$ cat src/rtl/hybd_com_pkg.sv
// Shared types and constants for the hybrid-core com_if reader.
package hybd_com_pkg;

    localparam int COM_ADDR_W = 7;
    localparam int COM_DATA_W = 16;

    localparam logic [COM_DATA_W-1:0] TIMEOUT_FILL = 16'hFFFF;

    typedef enum logic [2:0] {
        ST_IDLE  = 3'd0,
        ST_REQ   = 3'd1,
        ST_REL   = 3'd2,
        ST_TX_HI = 3'd3,
        ST_TX_LO = 3'd4
    } hybd_state_t;

endpackage

$ cat src/rtl/hybd_com_req_fsm.sv
// Four-phase com_if read handshake (REQ/REL) for one word.
// Optional per-edge timeout is enabled with COM_RD_TIMEOUT_EN.
module hybd_com_req_fsm
    import hybd_com_pkg::*;
#(
    parameter int TIMEOUT_CYC = 1023,
    parameter int TIMEOUT_W   = 10
) (
    input  logic                  clk_i,
    input  logic                  reset_i,
    input  logic                  launch_i,
    input  logic [COM_ADDR_W-1:0] launch_addr_i,
    input  logic                  rdy_i,
    input  logic [COM_DATA_W-1:0] data_i,
    output logic                  req_o,
    output logic [COM_ADDR_W-1:0] addr_o,
    output logic [COM_DATA_W-1:0] word_o,
    output logic                  rd_done_o,
    output logic                  tmo_o
);

    hybd_state_t ph_q;
    logic        hit_s;

    if (TIMEOUT_W < $clog2(TIMEOUT_CYC + 1)) begin : g_bad_timeout_w
        $error("TIMEOUT_W too narrow for TIMEOUT_CYC");
    end

`ifdef COM_RD_TIMEOUT_EN
    logic [TIMEOUT_W-1:0] cnt_q;

    assign hit_s = (cnt_q == TIMEOUT_W'(TIMEOUT_CYC - 1));

    // Counts cycles spent waiting on the current rdy edge; zero on every phase entry.
    always_ff @(posedge clk_i) begin
        if (reset_i) begin
            cnt_q <= '0;
        end else if (!hit_s && (((ph_q == ST_REQ) && !rdy_i) || ((ph_q == ST_REL) && rdy_i))) begin
            cnt_q <= cnt_q + 1'b1;
        end else begin
            cnt_q <= '0;
        end
    end
`else
    assign hit_s = 1'b0;
`endif

    assign rd_done_o = (ph_q == ST_REL) && (!rdy_i || hit_s);
    assign tmo_o     = hit_s && (((ph_q == ST_REQ) && !rdy_i) || ((ph_q == ST_REL) && rdy_i));

    // Handshake sequencer: raise req, capture on rdy, then wait for rdy release.
    always_ff @(posedge clk_i) begin
        if (reset_i) begin
            ph_q   <= ST_IDLE;
            req_o  <= 1'b0;
            addr_o <= '0;
            word_o <= '0;
        end else begin
            case (ph_q)
                ST_IDLE: begin
                    if (launch_i) begin
                        ph_q   <= ST_REQ;
                        req_o  <= 1'b1;
                        addr_o <= launch_addr_i;
                    end
                end
                ST_REQ: begin
                    if (rdy_i) begin
                        word_o <= data_i;
                        req_o  <= 1'b0;
                        ph_q   <= ST_REL;
                    end else if (hit_s) begin
                        word_o <= TIMEOUT_FILL;
                        req_o  <= 1'b0;
                        ph_q   <= ST_REL;
                    end
                end
                ST_REL: begin
                    if (rd_done_o) begin
                        ph_q <= ST_IDLE;
                    end
                end
                default: begin
                    ph_q  <= ST_IDLE;
                    req_o <= 1'b0;
                end
            endcase
        end
    end

endmodule

$ cat src/rtl/hybd_com_reader.sv
// com_if initiator: sweeps an address range, reads each word and streams it MSB-first to UART TX.
// Optional read timeout: define COM_RD_TIMEOUT_EN.
module hybd_com_reader
    import hybd_com_pkg::*;
#(
    parameter int TIMEOUT_CYC = 1023,
    parameter int TIMEOUT_W   = 10
) (
    input  logic                  core_clk,
    input  logic                  reset,
    input  logic                  start,
    input  logic [COM_ADDR_W-1:0] addr_first,
    input  logic [COM_ADDR_W-1:0] addr_last,
    output logic                  req,
    output logic [COM_ADDR_W-1:0] addr,
    input  logic                  rdy,
    input  logic [COM_DATA_W-1:0] data,
    output logic                  tx_valid,
    output logic [7:0]            tx_data,
    input  logic                  tx_ready,
    output logic                  busy,
    output logic                  done,
    output logic                  err
);

    // ST_REQ here covers the whole read; the sub-module tracks REQ versus REL.
    hybd_state_t           state_q;
    logic [COM_ADDR_W-1:0] cur_q;
    logic [COM_ADDR_W-1:0] last_q;
    logic                  tx_valid_q;
    logic [7:0]            tx_data_q;
    logic                  busy_q;
    logic                  done_q;
    logic                  err_q;

    logic                  launch_s;
    logic [COM_ADDR_W-1:0] launch_addr_s;
    logic [COM_DATA_W-1:0] word_s;
    logic                  rd_done_s;
    logic                  tmo_s;

    // Start a read on an accepted start or after the low byte of a non-final word.
    always_comb begin
        launch_s      = 1'b0;
        launch_addr_s = cur_q + 1'b1;
        if ((state_q == ST_IDLE) && start) begin
            launch_s      = 1'b1;
            launch_addr_s = addr_first;
        end else if ((state_q == ST_TX_LO) && tx_ready && (cur_q != last_q)) begin
            launch_s = 1'b1;
        end else begin
            launch_s = 1'b0;
        end
    end

    hybd_com_req_fsm #(
        .TIMEOUT_CYC (TIMEOUT_CYC),
        .TIMEOUT_W   (TIMEOUT_W)
    ) u_req_fsm (
        .clk_i         (core_clk),
        .reset_i       (reset),
        .launch_i      (launch_s),
        .launch_addr_i (launch_addr_s),
        .rdy_i         (rdy),
        .data_i        (data),
        .req_o         (req),
        .addr_o        (addr),
        .word_o        (word_s),
        .rd_done_o     (rd_done_s),
        .tmo_o         (tmo_s)
    );

    // Sweep sequencer and byte serializer.
    always_ff @(posedge core_clk) begin
        if (reset) begin
            state_q    <= ST_IDLE;
            cur_q      <= '0;
            last_q     <= '0;
            tx_valid_q <= 1'b0;
            tx_data_q  <= 8'h00;
            busy_q     <= 1'b0;
            done_q     <= 1'b0;
            err_q      <= 1'b0;
        end else begin
            done_q <= 1'b0;
            if (tmo_s) begin
                err_q <= 1'b1;
            end
            case (state_q)
                ST_IDLE: begin
                    if (start) begin
                        cur_q   <= addr_first;
                        last_q  <= addr_last;
                        err_q   <= 1'b0;
                        busy_q  <= 1'b1;
                        state_q <= ST_REQ;
                    end
                end
                ST_REQ: begin
                    if (rd_done_s) begin
                        tx_valid_q <= 1'b1;
                        tx_data_q  <= word_s[15:8];
                        state_q    <= ST_TX_HI;
                    end
                end
                ST_TX_HI: begin
                    if (tx_ready) begin
                        tx_data_q <= word_s[7:0];
                        state_q   <= ST_TX_LO;
                    end
                end
                ST_TX_LO: begin
                    if (tx_ready) begin
                        tx_valid_q <= 1'b0;
                        if (cur_q == last_q) begin
                            done_q  <= 1'b1;
                            busy_q  <= 1'b0;
                            state_q <= ST_IDLE;
                        end else begin
                            cur_q   <= cur_q + 1'b1;
                            state_q <= ST_REQ;
                        end
                    end
                end
                default: begin
                    state_q    <= ST_IDLE;
                    tx_valid_q <= 1'b0;
                    busy_q     <= 1'b0;
                end
            endcase
        end
    end

    assign tx_valid = tx_valid_q;
    assign tx_data  = tx_data_q;
    assign busy     = busy_q;
    assign done     = done_q;
    assign err      = err_q;

endmodule

$ cat config.mk
export PLATFORM = sky130hd
export DESIGN_NAME = hybd_com_reader
export DESIGN_NICKNAME = d
export VERILOG_FILES = /design/src/rtl/hybd_com_pkg.sv /design/src/rtl/hybd_com_req_fsm.sv /design/src/rtl/hybd_com_reader.sv
export SDC_FILE = /design/constraint.sdc
export NUM_CORES = 1
export LEC_CHECK = 0
export ABC_AREA = 1
export CAP_MARGIN = 40
export CELL_PAD_IN_SITES_DETAIL_PLACEMENT = 1
export CELL_PAD_IN_SITES_GLOBAL_PLACEMENT = 1
export CORE_ASPECT_RATIO = 0.6
export CORE_MARGIN = 8
export CORE_UTILIZATION = 39
export CTS_CLUSTER_DIAMETER = 40
export DETAILED_ROUTE_END_ITERATION = 8
export MAX_ROUTING_LAYER = met4
export PLACE_DENSITY = 0.81
export SLEW_MARGIN = 20
export SYNTH_ARGS = -nofsm -noshare
export SYNTH_HDL_FRONTEND = slang
export SYNTH_SLANG_ARGS = --single-unit
export TNS_END_PERCENT = 1
$ cat constraint.sdc
create_clock -name core_clk -period 4.3 [get_ports core_clk]
set_input_delay 1.075 -clock core_clk [delete_from_list [all_inputs] [get_ports core_clk]]
set_output_delay 1.075 -clock core_clk [all_outputs]
set_load 0.01 [all_outputs]
# Word-level counts from Yosys, hierarchy flattened
# Index checks and enable logic that the tools add are counted.
[totals] input_bits=35 output_inout_bits=20 ff_bits=55 word_cells=86
[op_classes] n_mux=31 reduce_logical=22 n_eq_ne=16 n_bitwise=5 n_addsub=1
[ops] operator="$mux 7" count=4
[ops] operator="$mux 3" count=7
[ops] operator="$mux 8" count=2
[ops] operator="$ne 2x2->1 const B" count=8
[ops] operator="$pmux 8 s2" count=1
[ops] operator="$pmux 7 s2" count=1
[ops] operator="$pmux 3 s4" count=1
[ops] operator="$reduce_and 3->1" count=4
[ops] operator="$reduce_and 4->1" count=3
[ops] operator="$mux 1" count=11
[ops] operator="$pmux 1 s3" count=3
[ops] operator="$pmux 3 s3" count=1
[ops] operator="$add 7x1->7 const B" count=1
[ops] operator="$eq 7x7->1" count=1
[ops] operator="$ne 7x7->1" count=1
[ops] operator="$eq 3x1->1 const B" count=2
[ops] operator="$eq 3x2->1 const B" count=2
[ops] operator="$logic_not 3->1" count=2
[ops] operator="$reduce_and 2->1" count=3
[ops] operator="$not 1->1" count=5
[ops] operator="$logic_and 1x1->1" count=4
[ops] operator="$reduce_bool 2->1" count=2
[ops] operator="$reduce_or 2->1" count=2
[ops] operator="$eq 3x3->1 const B" count=1
[ops] operator="other kinds (3)" count=3

# Logic depth before layout (Yosys ltp)
[depth] ltp_word=7 depth_mapped=11 ltp_nobuf=11

# Hierarchy
# A second synthesis with hierarchy kept.
[unflattened] cells_unflattened=438 hier_area_um2=2827.7
[modules_own_cells] module="hybd_com_reader" instances=1 cells_each=273 area_each_um2=1702.9 seq_area_each_um2=580.6
[modules_own_cells] module="hybd_com_req_fsm" instances=1 cells_each=165 area_each_um2=1124.8 seq_area_each_um2=520.5

# Worst setup path before layout
# Ideal clock, no wire load.
[synth_path] path_type="input to register" start="input port rdy" end="register u_req_fsm.word_o[10]" cell_stages=5 required_time_ns=4.168 t_arrival_ns=1.860 n_path_buf=2 slack_ns=2.307 setup_ns=0.132 path_cell_list="clkbuf_1 nand2_1 clkbuf_1 nand2_1 a21oi_1"
[synth_between] elab_chain_cells=1
[synth_lines] element="start: declaration" line="hybd_com_reader.sv:16" text="input logic rdy,"
[synth_lines] element="$reduce_and 2->1 (no line)"
[synth_lines] element="end signal: assignment" line="hybd_com_req_fsm.sv:69" text="word_o <= data_i;"
[synth_lines] element="end: declaration" line="hybd_com_req_fsm.sv:17" text="output logic [COM_DATA_W-1:0] word_o,"
# No other way between the ends.
# A chain may end at the register's enable or synchronous reset.

# Worst setup path after layout
[layout_path] start="input port start" end="register u_req_fsm.addr_o[4]"
[layout_between] elab_chain_cells=3 elab_cells_between_ends=4 classes_between="mux (2); reduce/logical (2)"
[layout_lines] element="start: declaration" line="hybd_com_reader.sv:11" text="input logic start,"
[layout_lines] element="$logic_and 1x1->1 *" line="hybd_com_reader.sv:46" text="if ((state_q == ST_IDLE) && start) begin"
[layout_lines] element="$mux 1" line="hybd_com_reader.sv:46"
[layout_lines] element="$reduce_and 2->1 (no line)"
[layout_lines] element="end signal: assignment" line="hybd_com_req_fsm.sv:64" text="addr_o <= launch_addr_i;"
[layout_lines] element="end: declaration" line="hybd_com_req_fsm.sv:16" text="output logic [COM_ADDR_W-1:0] addr_o,"
# Mark *: on every way between the ends. The rest lies on a longest branch, timed or not.

==> metrics.txt <==
Synth Register Bits=54; crit path kind=in2reg; synth warn=0; Die X=124 um; sequential fraction of the synthesis area=about two fifths; syn_area_per_cell=6.90 um^2; clk_lat worst skew=between 200 and 300 ps; Worst slew margin=a little over half; RSZ-0062 raised after global routing=false; cts bufs inserted=5; Root Buffer=clkbuf_16; IO buf count=53; Vias/cell=about 5.2; Final WS setup=about 1700 ps; Max Cap Viol=0; Post CTS Setup Buffer Count=0; Die Y=between 80 and 90 um; WHS=between 400 and 500 ps; setup total negative slack=0 ps; H-Tree Depth=2; Area Overhead vs Synth=26.2%; fill cell count=866; CTS tree=built; Clock Path Buffers=2; worst reg2reg setup slack=around 2300 ps; Initial Util=around two fifths; Worst Path Max Fanout=27; worst vdd ir=~0.14 mV; R2R depth=5; hold buffer count at CTS=0; static leakage=between 1 and 1.5 nW; non-filler cells, final=around 530; final setup fails=0; Hold Crit Endpoint=u_req_fsm.word_o[15]; Tmin final=2610 ps; Worst-path clk slew=around 70 ps; Post-synth top flop=dfxtp_1; initial antenna violation count=0; global route total overflow=0; worst path cell trace=clkdlybuf4s50_1, nand3_4, nand2_2, and2_4, nand3_1, nand2_1, nor2_1; Avg WL per Cell=between 15 and 20 um; peak per-stage delay on the critical path=530 ps; CORE AREA=a little under 0.007 mm^2; Hold Startpoint=u_req_fsm.word_o[15]; DRC Markers=0; max-slew violation count=0; drt pass-1 iters=4; global-route wire length before repair=between 10000 and 15000 um; Startpoint Class=input port; layout cell share with drive strength beyond 1=9.32%; Layout Nets=around 480; Rows=23; GRT Util Overall=between 10% and 20%; DP HPWL=between 6000 and 7000 um; Synth Cell Area=about 0.0027 mm^2; Final Cycle Share=between 60 and 70%; final hold vios=0; Worst setup EP type=flip-flop; status=finished, final reports clean; Routed Antenna Nets=0; largest net degree at the start of global routing=30; Final Skew=approximately 4.2 ps; FF-to-FF Start=u_req_fsm.ph_q[0]; FMAX=approximately 0.38 GHz; Critical Path RT=around 4500 ps; PD cells=approximately 350 mW/mm^2; GP Congestion=0.835; library cells used by synthesis=33; Die ar.=~0.01 mm^2; cell count after synthesis=~400; vias in the first global route=between 2000 and 3000; Via Count=roughly 2700; iteration-0 DRC count of the detailed router=154; CTS Sinks=54; Buf+Inv Stages, Crit Path=1; Antenna Cells=0; CP delay by family, top=simple AND/OR/NAND/NOR gates; I/O pin count=55; Critical-path top delay cell=clkdlybuf4s50_1; Hold Path Depth=2; Worst Hold Class=reg2reg; Post-synth EDFFs=0; Critical Path AT=approximately 2800 ps; dpl ws=1380 ps; Synthesized Nets=between 400 and 500; drt total wl=~8500 um; cells resized by post-CTS repair=0; Slew @ Worst Pin=682 ps; FFs w/ async S/R, synth=0%; placed cells=just over 500; worst reg2reg endpoint=u_req_fsm.word_o[13]
## worst max-delay path by stage
| stage | startpoint | endpoint | cells after the start |
|---|---|---|---|
| after floorplan | rdy | u_req_fsm.word_o[10] | 5 |
| after global placement | start | u_req_fsm.addr_o[0] | 7 |
| after detailed placement | start | u_req_fsm.addr_o[2] | 7 |
| after CTS | reset | tx_data[2] | 5 |
| after global routing | start | u_req_fsm.addr_o[0] | 7 |
| final | start | u_req_fsm.addr_o[4] | 7 |
## cell type report
class,instances,area [um^2],share of cell area (%)
tap,87,109,3.16
sequential,54,1080,31.3
clock buffer,8,166,4.82
timing repair buffer,57,568,16.5
multi-input combinational,283,1380,40.0
inverter,38,145,4.21
## registers in the layout, summed over array words and instances (netlist names)
signal and cells:
u_req_fsm.req_o 1, u_req_fsm.ph_q 2, u_req_fsm.addr_o 7, tx_valid 1
last_q 7, cur_q 7, busy 1, tx_data 8
u_req_fsm.word_o 16, state_q 3, done 1
## cells in the mapped netlist (3+ instances only)
library cell    n  share of area, %
nand2_1       105                14
dfxtp_1        54                40
nand3_1        40               7.3
a21oi_1        39               7.1
nor2_1         38               5.2
inv_1          32               4.4
o21ai_0        22               4.0
a21oi_2         9               2.9
clkbuf_1        9               1.2
a31oi_1         5               1.1
buf_2           5              0.92
inv_2           5              0.69
buf_4           3              0.82
nand2_4         3               1.2
nor2_2          3              0.69
## report_power, final
group | internal (mW) | switching [mW]
clock network | 0.264 | 0.184
logic | 0.0961 | 0.121
registers | 0.527 | 0.0227
total | 0.887 | 0.328
## cell usage in the layout (no fill, tap or decap), types with 3 or more instances in the layout
cell	netlist	final
a21oi_2	9	9
nor2_2	3	3
clkbuf_8	0	3
inv_1	32	32
nand2_1	105	105
o21ai_0	22	22
clkdlybuf4s50_1	0	53
nand3_1	40	40
buf_4	3	3
nor2_1	38	38
nand2_4	3	3
dfxtp_1	54	54
a31oi_1	5	5
inv_2	5	5
clkbuf_16	0	5
a21oi_1	39	39
## metrics by stage
stage               utilization (%)  total power, mW  area (um^2)
floorplan                         -            0.694         2730
global placement               48.4            0.766         3260
global route                   51.2             1.27         3450
CTS                            50.9             1.22         3430
detailed placement             48.4            0.776         3260
finish                         51.2             1.22         3450
## cell families (layout without fill, tap and decap cells)
family	after synthesis	after routing	synth area share (%)
AOI/OAI and AO/OA	80	80	17.2
xor gates and xnor gates	3	3	0.961
adders and majority gates	1	1	0.458
buffers and inverters	59	103	9.98
DFF	54	54	39.5
other	1	1	0.137
and+or+nand+nor	198	198	31.8
## routing by layer
layer  wire (um)  GRT usage [%]
met5           0              -
met4          69           4.13
met3         364           3.46
met2        3750           27.1
met1        4280           24.5
## worst min-delay path, cell delays in order, from the launching register on
cell	delay, ps
dfxtp_1	310
nand2_1	60
a21oi_1	50
Note: power is estimated with default switching activity, not from simulation.
